$ cat config.mk
export PLATFORM = sky130hd
export DESIGN_NAME = pic_ctrl_param
export DESIGN_NICKNAME = d
export VERILOG_FILES = /design/src/rtl/pic_ctrl_param.sv
export SDC_FILE = /design/constraint.sdc
export NUM_CORES = 1
export LEC_CHECK = 0
export ABC_AREA = 1
export BUFFER_PORTS_ARGS = -buffer_cell sky130_fd_sc_hd__buf_2
export CAP_MARGIN = 30
export CORE_MARGIN = 5
export CORE_UTILIZATION = 31
export DETAILED_ROUTE_END_ITERATION = 10
export GPL_ROUTABILITY_DRIVEN = 0
export SETUP_SLACK_MARGIN = 0.5
export SKIP_CTS_REPAIR_TIMING = 1
export SYNTH_ARGS = -nofsm -noshare
export SYNTH_HDL_FRONTEND = slang
export SYNTH_SLANG_ARGS = --single-unit
$ cat constraint.sdc
create_clock -name clk -period 9.1 [get_ports clk]
set_input_delay 1.365 -clock clk [delete_from_list [all_inputs] [get_ports clk]]
set_output_delay 1.365 -clock clk [all_outputs]
set_load 0.01 [all_outputs]
$ cat src/rtl/pic_ctrl_param.sv
// Parametrised 8259-style interrupt controller: edge/level capture, masking, fully nested
// priority with optional rotation, normal or auto EOI, and a level-based INTA handshake.
module pic_ctrl_param #(
  parameter int NUM_IRQ = 8,
  parameter int VEC_W   = 8,
  parameter int IDX_W   = $clog2(NUM_IRQ)
) (
  input  logic                   clk,
  input  logic                   reset,
  input  logic [NUM_IRQ-1:0]     irq_in,
  input  logic                   cfg_level,
  input  logic                   cfg_auto_eoi,
  input  logic                   cfg_rotate,
  input  logic [VEC_W-IDX_W-1:0] vector_base,
  input  logic                   mask_we,
  input  logic [NUM_IRQ-1:0]     mask_wdata,
  input  logic                   eoi_valid,
  input  logic                   eoi_specific,
  input  logic [IDX_W-1:0]       eoi_level,
  input  logic                   inta,
  output logic                   int_out,
  output logic                   vector_valid,
  output logic [VEC_W-1:0]       vector,
  output logic [NUM_IRQ-1:0]     mask_q,
  output logic [NUM_IRQ-1:0]     irr_q,
  output logic [NUM_IRQ-1:0]     isr_q
);

  typedef enum logic [1:0] {StIdle, StAck, StHold} state_e;

  state_e             state_q;
  logic [NUM_IRQ-1:0] irq_prev_q;
  logic [IDX_W-1:0]   prio_low_q;

  logic [NUM_IRQ-1:0] pend;
  logic               cand_found, isr_found, eligible, take;
  logic [IDX_W-1:0]   cand_idx, isr_idx, eoi_idx;
  int                 cand_rank, isr_rank;
  logic [NUM_IRQ-1:0] ack_set, eoi_clr, irr_d, isr_d;
  logic               eoi_hit;

  assign pend = irr_q & ~mask_q;

  // Rank 0 is the line just above prio_low; both IRR and ISR are ranked the same way.
  always_comb begin
    logic [IDX_W-1:0] idx;
    int               j;
    idx        = '0;
    j          = 0;
    cand_found = 1'b0;
    cand_idx   = '0;
    cand_rank  = 0;
    isr_found  = 1'b0;
    isr_idx    = '0;
    isr_rank   = 0;
    for (int k = 0; k < NUM_IRQ; k++) begin
      j = int'(prio_low_q) + 1 + k;
      if (j >= NUM_IRQ) j = j - NUM_IRQ;
      idx = IDX_W'(j);
      if (!cand_found && pend[idx]) begin
        cand_found = 1'b1;
        cand_idx   = idx;
        cand_rank  = k;
      end
      if (!isr_found && isr_q[idx]) begin
        isr_found = 1'b1;
        isr_idx   = idx;
        isr_rank  = k;
      end
    end
  end

  assign eligible = cand_found && (!isr_found || cand_rank < isr_rank);
  assign take     = (state_q == StIdle) && inta && eligible;

  // EOI acts on the ISR as it stood before this cycle's acknowledge.
  always_comb begin
    eoi_clr = '0;
    eoi_idx = '0;
    if (eoi_valid) begin
      if (eoi_specific) begin
        eoi_idx = eoi_level;
        for (int i = 0; i < NUM_IRQ; i++) begin
          if (eoi_level == IDX_W'(i)) eoi_clr[i] = isr_q[i];
        end
      end else if (isr_found) begin
        eoi_idx          = isr_idx;
        eoi_clr[isr_idx] = 1'b1;
      end
    end
  end

  assign eoi_hit = |eoi_clr;

  always_comb begin
    ack_set = '0;
    if (take) ack_set[cand_idx] = 1'b1;
    if (cfg_level) begin
      irr_d = irq_in & ~ack_set;
    end else begin
      irr_d = (irr_q & ~ack_set) | (irq_in & ~irq_prev_q);
    end
    isr_d = (isr_q & ~eoi_clr) | (cfg_auto_eoi ? '0 : ack_set);
  end

  always_ff @(posedge clk or posedge reset) begin
    if (reset) begin
      state_q      <= StIdle;
      irq_prev_q   <= '0;
      irr_q        <= '0;
      isr_q        <= '0;
      mask_q       <= '0;
      prio_low_q   <= IDX_W'(NUM_IRQ - 1);
      int_out      <= 1'b0;
      vector_valid <= 1'b0;
      vector       <= '0;
    end else begin
      irq_prev_q   <= irq_in;
      irr_q        <= irr_d;
      isr_q        <= isr_d;
      int_out      <= 1'b0;
      vector_valid <= 1'b0;
      if (mask_we) mask_q <= mask_wdata;
      if (eoi_hit && cfg_rotate) prio_low_q <= eoi_idx;
      case (state_q)
        StIdle: begin
          int_out <= eligible && !inta;
          if (inta) begin
            state_q      <= StAck;
            vector_valid <= 1'b1;
            vector       <= {vector_base, eligible ? cand_idx : IDX_W'(NUM_IRQ - 1)};
            if (eligible && cfg_auto_eoi && cfg_rotate) prio_low_q <= cand_idx;
          end
        end
        StAck:   state_q <= StHold;
        StHold:  if (!inta) state_q <= StIdle;
        default: state_q <= StIdle;
      endcase
    end
  end

endmodule

==> flow_summary.json, run 1 <==
{
  "final_common_cell": "nand2_1",
  "crit_top_cell": "nand2_1",
  "antenna_found_initial": 0,
  "grt_pass1_vias": 3817,
  "drc_errors": 0,
  "drive_above_1_share": 0.194,
  "wl_per_cell_um": 13.5,
  "rows": 41,
  "diodes": 0,
  "dp_hpwl_mm": 9.17,
  "grtUsageTotal": 0.158,
  "via_per_inst": 4.74,
  "synth_cell_types": 37,
  "slowest_delay_ns": 0.85,
  "pin_count": 67,
  "synthFlopType": "dfrtp_1",
  "synth_nets": 669,
  "global_route.overflow_total": 0,
  "final-max-slew-violation-count": 0,
  "place_area_mm2": 0.00438,
  "rsz0062_at_grt": "no",
  "synth_edf_count": 0,
  "core_mm2": 0.0125,
  "whs_endpoint": "vector[5]",
  "cts_tree": "built",
  "period_share": 0.633,
  "max_cap_viol_count": 0,
  "final_cells": 862,
  "clk_latency_ns": 0.28,
  "holdPathStages": 2,
  "critPathKind": "reg -> reg",
  "setup_tns_ns": 0,
  "cts-root-buf": "clkbuf_16",
  "finalNetCount": 727,
  "setup_viol": 0,
  "routed-via-count": 4087,
  "yosysWarnings": 0,
  "r2r-start": "prio_low_q[0]",
  "path_max_fanout": 30,
  "worst-r2r-setup-slack_ns": 3.34,
  "synth_area_leaders": "dfrtp_1 28%, nand2_1 25%, nand3_1 7.9%",
  "dieArea_mm2": 0.0150,
  "nFillCells": 1382,
  "timing.rr.end": "irr_q[5]",
  "ys_seq_elements": 47,
  "die_h_um": 122,
  "r2r_cells": 29,
  "synth_cells": 632,
  "synth.avg_cell_area_um2": 6.20,
  "clockBufferDepth": 2,
  "final_hold_viol_count": 0,
  "chipWidth_um": 122,
  "async_flop_share": 1.00,
  "h-tree-depth": 2,
  "cts_made_buffers": 5,
  "clk_pin_slew_ns": 0.06,
  "dp.cells": 855,
  "wirelength_mm": 11.6,
  "start_util": 0.313,
  "cp-end-kind": "register",
  "yosysSeqAreaShare": 0.301,
  "clkSinkCount": 47,
  "portBuffers": 66,
  "synth_top_cell_by_area": "dfrtp_1",
  "design_area_mm2": 0.00452,
  "status": "finished clean",
  "firstDrtPassIters": 5,
  "syn_to_final_growth_pct": 15.3,
  "hold_path_class": "reg -> reg",
  "drt_iter0_drc": 228,
  "fmax_ghz": 0.174,
  "slowest_stage": "dfstp_2",
  "worstHoldStart": "vector[5]",
  "tightestPinTransition_ns": 0.687,
  "syn_area_mm2": 0.00392,
  "grt_start_max_net_pins": 43,
  "period_minus_slack_ns": 5.76,
  "relSlewSlack": 0.540,
  "crit_required_ns": 9.28,
  "startpoint_type": "register",
  "detail-route-antenna-nets": 0,
  "arrival_ns": 5.94,
  "synth_top_area_frac": 0.281,
  "final_cell_mix": "256 x nand2_1, 66 x buf_2, 62 x nand3_1",
  "grt_pass1_wl_mm": 19.0,
  "clock_skew_ns": 0.00794
}
cell type report:
class	instances	area, um2	share of cell area
multi-input cells	499	2370	0.525
flip-flops and latches	47	1180	0.261
repair buffers	67	350	0.0775
inverters	70	263	0.0581
well taps	172	215	0.0476
clock buffers	5	125	0.0277
clock inverters	2	13.8	0.00304
synth_stat cells (3+ instances only):
library cell	number
nand3b_1	3
nand3_1	62
nand4_1	6
ha_1	4
nand2_1	256
buf_2	5
mux2_2	4
buf_4	4
a21oi_1	13
inv_1	62
o211ai_1	3
o21ai_1	14
dfstp_2	3
o21ai_0	24
buf_6	3
clkbuf_1	4
nor2_1	53
inv_2	8
nor2_2	10
nand2_2	19
dfrtp_1	44
nand3_2	5
worst max-delay path by stage:
stage                     cells past startpoint           from       end
after floorplan                              32  prio_low_q[0]  irr_q[4]
after global placement                       31  prio_low_q[0]  irr_q[5]
after detailed placement                     29  prio_low_q[0]  irr_q[5]
after CTS                                    29  prio_low_q[0]  irr_q[5]
after global routing                         29  prio_low_q[0]  irr_q[5]
final                                        29  prio_low_q[0]  irr_q[5]
kinds of logic (layout without fill, tap and decap cells):
group           Yosys count  in the layout  synth area share
compound gates           69             69             0.101
fa+ha+maj                 4              4            0.0128
buf+inv                  86            144            0.0935
flops                    47             47             0.301
mux                       6              6            0.0166
simple gates            420            420             0.475
registers in the layout, indices dropped and copies added (netlist names):
| register | count |
|---|---|
| prio_low_q | 3 |
| mask_q | 8 |
| isr_q | 8 |
| vector | 8 |
| state_q | 2 |
| int_out | 1 |
| vector_valid | 1 |
| irr_q | 8 |
| irq_prev_q | 8 |
per-layer routing:
layer,track usage,up-vias,share of wire
li1,-,2116,-
met2,0.269,109,0.47
met5,0,-,0
met3,0.0235,18,0.042
met1,0.210,1844,0.47
met4,0.0406,0,0.015
worst max-delay path: cells and delay by family, from the launching register on:
| family | cells | cell delay (ns) |
|---|---|---|
| AOI/OAI and AO/OA | 1 | 0.14 |
| buffers and inverters | 4 | 1.08 |
| DFF | 1 | 0.85 |
| adders and majority gates | 2 | 1.04 |
| and+or+nand+nor | 22 | 2.50 |
metrics by stage:
step,hold slack [ns],utilization,setup slack [ns]
2_1_floorplan,0.499,-,4.92
3_3_place_gp,0.456,0.349,3.58
3_5_place_dp,0.457,0.350,3.41
4_1_cts,0.475,0.361,3.38
5_1_grt,0.495,0.361,2.81
6_report,0.473,0.361,3.34
Power of run 1 is left out: the tool's default activity adds up to more than one toggle a clock period on the data nets, which glitch-free logic cannot reach.
==> run 2, diff against run 1 <==
==> constraint.sdc (replaced) <==
create_clock -name clk -period 5.7 [get_ports clk]
set_input_delay 0.855 -clock clk [delete_from_list [all_inputs] [get_ports clk]]
set_output_delay 0.855 -clock clk [all_outputs]
set_load 0.01 [all_outputs]
==> run 2 against run 1 <==
  * Core utilization increased by 0.46 points
  * Non-clock buffer count increased by 5
  * Flip-flop and latch count unchanged
  * Cell count increased by 0.58%
  * First-iteration DRC count increased by 22%
  * Clock skew decreased by 0.0021 ns
  * Setup slack got worse by 2.0 ns
  * Critical path depth increased by 1
  * Design area increased by 1.3%
  * Register-to-register slack got worse by 2.0 ns
  * Wire length decreased by 0.99%
  * Via count decreased by 0.42%
==> flow_summary.json, run 2 (same netlist as run 1, synthesis figures left out) <==
{
  "tightestPinTransition_ns": 0.688,
  "path_max_fanout": 15,
  "worst-r2r-setup-slack_ns": 1.31,
  "drc_errors": 0,
  "cp-end-kind": "register",
  "postLayoutCoreUtil": 0.366,
  "critPathTopFamily": "simple AND/OR/NAND/NOR gates",
  "portBuffers": 66,
  "syn_to_final_growth_pct": 16.8,
  "via_per_inst": 4.69,
  "critPathBufInv": 5,
  "r2r-start": "prio_low_q[0]",
  "period_share": 0.770,
  "whs_endpoint": "vector[7]",
  "worstHoldStart": "vector[7]",
  "rows": 41,
  "r2r_cells": 30,
  "rsz0062_at_grt": "no",
  "wl_met3_um": 638,
  "firstDrtPassIters": 5,
  "grt_start_max_net_pins": 35,
  "start_util": 0.313,
  "met2_wirelength_mm": 5.60,
  "slowest_stage": "dfstp_2",
  "cts_tree": "built",
  "routed-via-count": 4070,
  "die_h_um": 122,
  "pin_count": 67,
  "crit_top_cell": "nand2_1",
  "period_minus_slack_ns": 4.39,
  "met1_length_mm": 5.09,
  "final-max-slew-violation-count": 0,
  "multiInputGateArea_mm2": 0.00237,
  "clockBufferDepth": 2,
  "timing.rr.end": "irr_q[5]",
  "routed.top_layer": "met4",
  "dieArea_mm2": 0.0150,
  "hold_path_class": "reg -> reg",
  "drive_above_1_share": 0.199,
  "crit_required_ns": 5.88,
  "detail-route-antenna-nets": 0,
  "chipWidth_um": 122,
  "clk_pin_slew_ns": 0.06,
  "setup_viol": 0,
  "setup_tns_ns": 0,
  "wl_per_cell_um": 13.3,
  "global_route.overflow_total": 0,
  "drt_iter0_drc": 278,
  "arrival_ns": 4.56,
  "relSlewSlack": 0.540,
  "grt_pass1_vias": 3827,
  "regArea_mm2": 0.00118,
  "grtUsageTotal": 0.158,
  "dp_hpwl_mm": 9.22,
  "core_mm2": 0.0125,
  "critPathKind": "reg -> reg",
  "finalNetCount": 732,
  "grt_pass1_wl_mm": 19.1,
  "max_cap_viol_count": 0,
  "h-tree-depth": 2,
  "diodes": 0,
  "clk_latency_ns": 0.28,
  "final_cell_mix": "256 x nand2_1, 66 x buf_2, 62 x nand3_1",
  "antenna_found_initial": 0,
  "wirelength_mm": 11.5,
  "clkSinkCount": 47,
  "fmax_ghz": 0.228,
  "nFillCells": 1397,
  "slowest_delay_ns": 0.53,
  "status": "finished clean",
  "cts-root-buf": "clkbuf_16",
  "final_common_cell": "nand2_1",
  "clock_skew_ns": 0.00587,
  "holdPathStages": 2,
  "final_hold_viol_count": 0,
  "cts_made_buffers": 5,
  "startpoint_type": "register"
}
[run 2: how the worst max path moves through the flow]
stage                  startpoint       end  slack, ns  cells after the start
floorplan           prio_low_q[0]  irr_q[4]       1.52                     32
global placement    prio_low_q[0]  irr_q[5]       1.47                     30
detailed placement  prio_low_q[0]  irr_q[5]       1.35                     30
CTS                 prio_low_q[0]  irr_q[5]       1.35                     30
global route        prio_low_q[0]  irr_q[5]       0.82                     30
finish              prio_low_q[0]  irr_q[5]       1.31                     30
[run 2: final cells by class]
type                            count  share of cell area
Multi-Input combinational cell    499               0.519
Sequential cell                    47               0.258
Timing Repair Buffer               72              0.0847
Inverter                           70              0.0574
Tap cell                          172              0.0470
Clock buffer                        6              0.0281
Clock inverter                      1             0.00656
[run 2: tightest hold or removal path: stages, from the launching register on]
cell	delay [ns]
dfrtp_1	0.35
nand2_1	0.05
nand2_1	0.04
[run 2: per-stage QoR]
step | hold slack, ns | instances | setup WS [ns] | area, um2
floorplan | 0.499 | 632 | 1.52 | 3920
global placement | 0.459 | 859 | 1.47 | 4400
detailed placement | 0.458 | 860 | 1.35 | 4420
CTS | 0.476 | 867 | 1.35 | 4580
global route | 0.495 | 867 | 0.823 | 4580
finish | 0.473 | 867 | 1.31 | 4580
[run 2: layer usage]
metal | vias up | track usage
met1 | 1803 | 0.210
met5 | - | 0
li1 | 2124 | -
met2 | 124 | 0.263
met3 | 19 | 0.0253
met4 | 0 | 0.0469
Power of run 2 is left out for the same reason.
==> run 3, diff against run 2 <==
==> constraint.sdc (replaced) <==
create_clock -name clk -period 3.86 [get_ports clk]
set_input_delay 0.579 -clock clk [delete_from_list [all_inputs] [get_ports clk]]
set_output_delay 0.579 -clock clk [all_outputs]
set_load 0.01 [all_outputs]
==> run 3 against run 2 <==
  * Via count increased by 3.4%
  * Design area increased by 12%
  * Die area unchanged
  * Global-route usage increased by 0.27 points
  * First-iteration DRC count decreased by 23%
  * Sequential share of layout area decreased by 2.7 points
  * Wire length increased by 6.2%
  * Worst hold slack got worse by 0.26 ns
  * Fmax increased by 18%
  * Non-clock buffer count increased by 30
  * Register-to-register slack got worse by 1.2 ns
  * Flip-flop and latch count unchanged
  * Critical endpoint is now irr_q[4]
  * Largest cell class unchanged
==> flow_summary.json, run 3 (same netlist as run 1, synthesis figures left out) <==
{
  "status": "finished clean",
  "slowest_stage": "dfstp_2",
  "slowest_delay_ns": 0.61,
  "holdWs_ns": 0.213,
  "period_share": 0.964,
  "syn_to_final_growth_pct": 30.6,
  "diodes": 0,
  "finalNetCount": 763,
  "wirelength_mm": 12.2,
  "portBuffers": 66,
  "clkSinkCount": 47,
  "rows": 41,
  "drc_errors": 0,
  "final_common_cell": "nand2_1",
  "max_cap_viol_count": 0,
  "pin_count": 67,
  "start_util": 0.313,
  "grtUsageTotal": 0.160,
  "clk_latency_ns": 0.28,
  "fmax_ghz": 0.269,
  "final_cells": 899,
  "routed-via-count": 4207,
  "cp-end-kind": "register",
  "crit_top_cell": "nand2_2",
  "clock_skew_ns": 0.00384,
  "h-tree-depth": 2,
  "global_route.overflow_total": 0,
  "drive_above_1_share": 0.298,
  "dp.cells": 875,
  "core_mm2": 0.0125,
  "arrival_ns": 3.90,
  "grt_start_max_net_pins": 38,
  "wl_per_cell_um": 13.6,
  "clockBufferDepth": 2,
  "grt_pass1_wl_mm": 19.5,
  "critPathTopFamily": "simple AND/OR/NAND/NOR gates",
  "grt_pass1_vias": 4006,
  "dp_hpwl_mm": 9.35,
  "critPathBufInv": 4,
  "dieArea_mm2": 0.0150,
  "startpoint_type": "register",
  "tightestPinTransition_ns": 0.782,
  "via_per_inst": 4.68,
  "hold_path_class": "in -> async",
  "final-max-slew-violation-count": 0,
  "crit_required_ns": 4.04,
  "final_cell_mix": "226 x nand2_1, 66 x buf_2, 59 x inv_1, 59 x nand3_1, 50 x nor2_1",
  "drt_iter0_drc": 215,
  "setup_tns_ns": 0,
  "detail-route-antenna-nets": 0,
  "clk_pin_slew_ns": 0.06,
  "cts_made_buffers": 5,
  "path_max_fanout": 6,
  "cts_tree": "built",
  "period_minus_slack_ns": 3.72,
  "critPathKind": "reg -> reg",
  "antenna_found_initial": 0,
  "firstDrtPassIters": 4,
  "chipWidth_um": 122,
  "final_hold_viol_count": 0,
  "rsz0062_at_grt": "yes",
  "die_h_um": 122,
  "cts-root-buf": "clkbuf_16",
  "relSlewSlack": 0.476,
  "setup_viol": 0
}
run 3: cell types whose count changed in the layout (fill, tap and decap cells not counted), moves of 4 or more:
cell	change
nand2_1	-30
buf_4	+22
nand2_2	+18
nand2_4	+12
o21ai_0	-8
o21ai_2	+5
buf_6	+4
nor2_4	+4
run 3: path summary, 6_finish.rpt:
check	cells past startpoint	slack, ns	end	start
max	29	0.14	irr_q[4]	prio_low_q[0]
min	2	0.21	state_q[0]	reset
max reg2reg	29	0.14	irr_q[4]	prio_low_q[0]
min reg2reg	2	0.48	vector[5]	vector[5]
max in group asynchronous	3	3.12	prio_low_q[0]	reset
min in group clk	1	0.43	irq_prev_q[3]	irq_in[3]
run 3: final cells by class:
| class | instances | area [um2] |
|---|---|---|
| Fill cell | 1347 | 7400 |
| Multi-Input combinational cell | 499 | 2630 |
| Sequential cell | 47 | 1180 |
| Timing Repair Buffer | 102 | 668 |
| Inverter | 70 | 273 |
| Tap cell | 172 | 215 |
| Clock buffer | 7 | 143 |
| Clock inverter | 1 | 8.76 |
| Timing Repair inverter | 1 | 6.26 |
run 3: metrics by stage:
stage	setup slack, ns	utilization	instance area [um2]
3_3_place_gp	0.129	0.363	4540
5_1_grt	-0.137	0.409	5120
3_5_place_dp	0.00665	0.364	4560
4_1_cts	-0.0172	0.376	4710
6_report	0.140	0.409	5120
2_1_floorplan	-0.0634	-	3970
run 3: worst register-to-register path: cells and delay by family, from the launching register on:
kind	cells	cell delay [ns]
flops	1	0.61
compound gates	1	0.12
buf+inv	4	0.42
simple gates	22	1.94
fa+ha+maj	2	0.52
run 3: layer usage:
layer,up-vias,track usage,wire (um)
li1,2191,-,-
met1,1905,0.212,5360
met2,93,0.274,6100
met3,18,0.0207,542
met4,0,0.0455,239
met5,-,0,0
Power of run 3 is left out for the same reason.
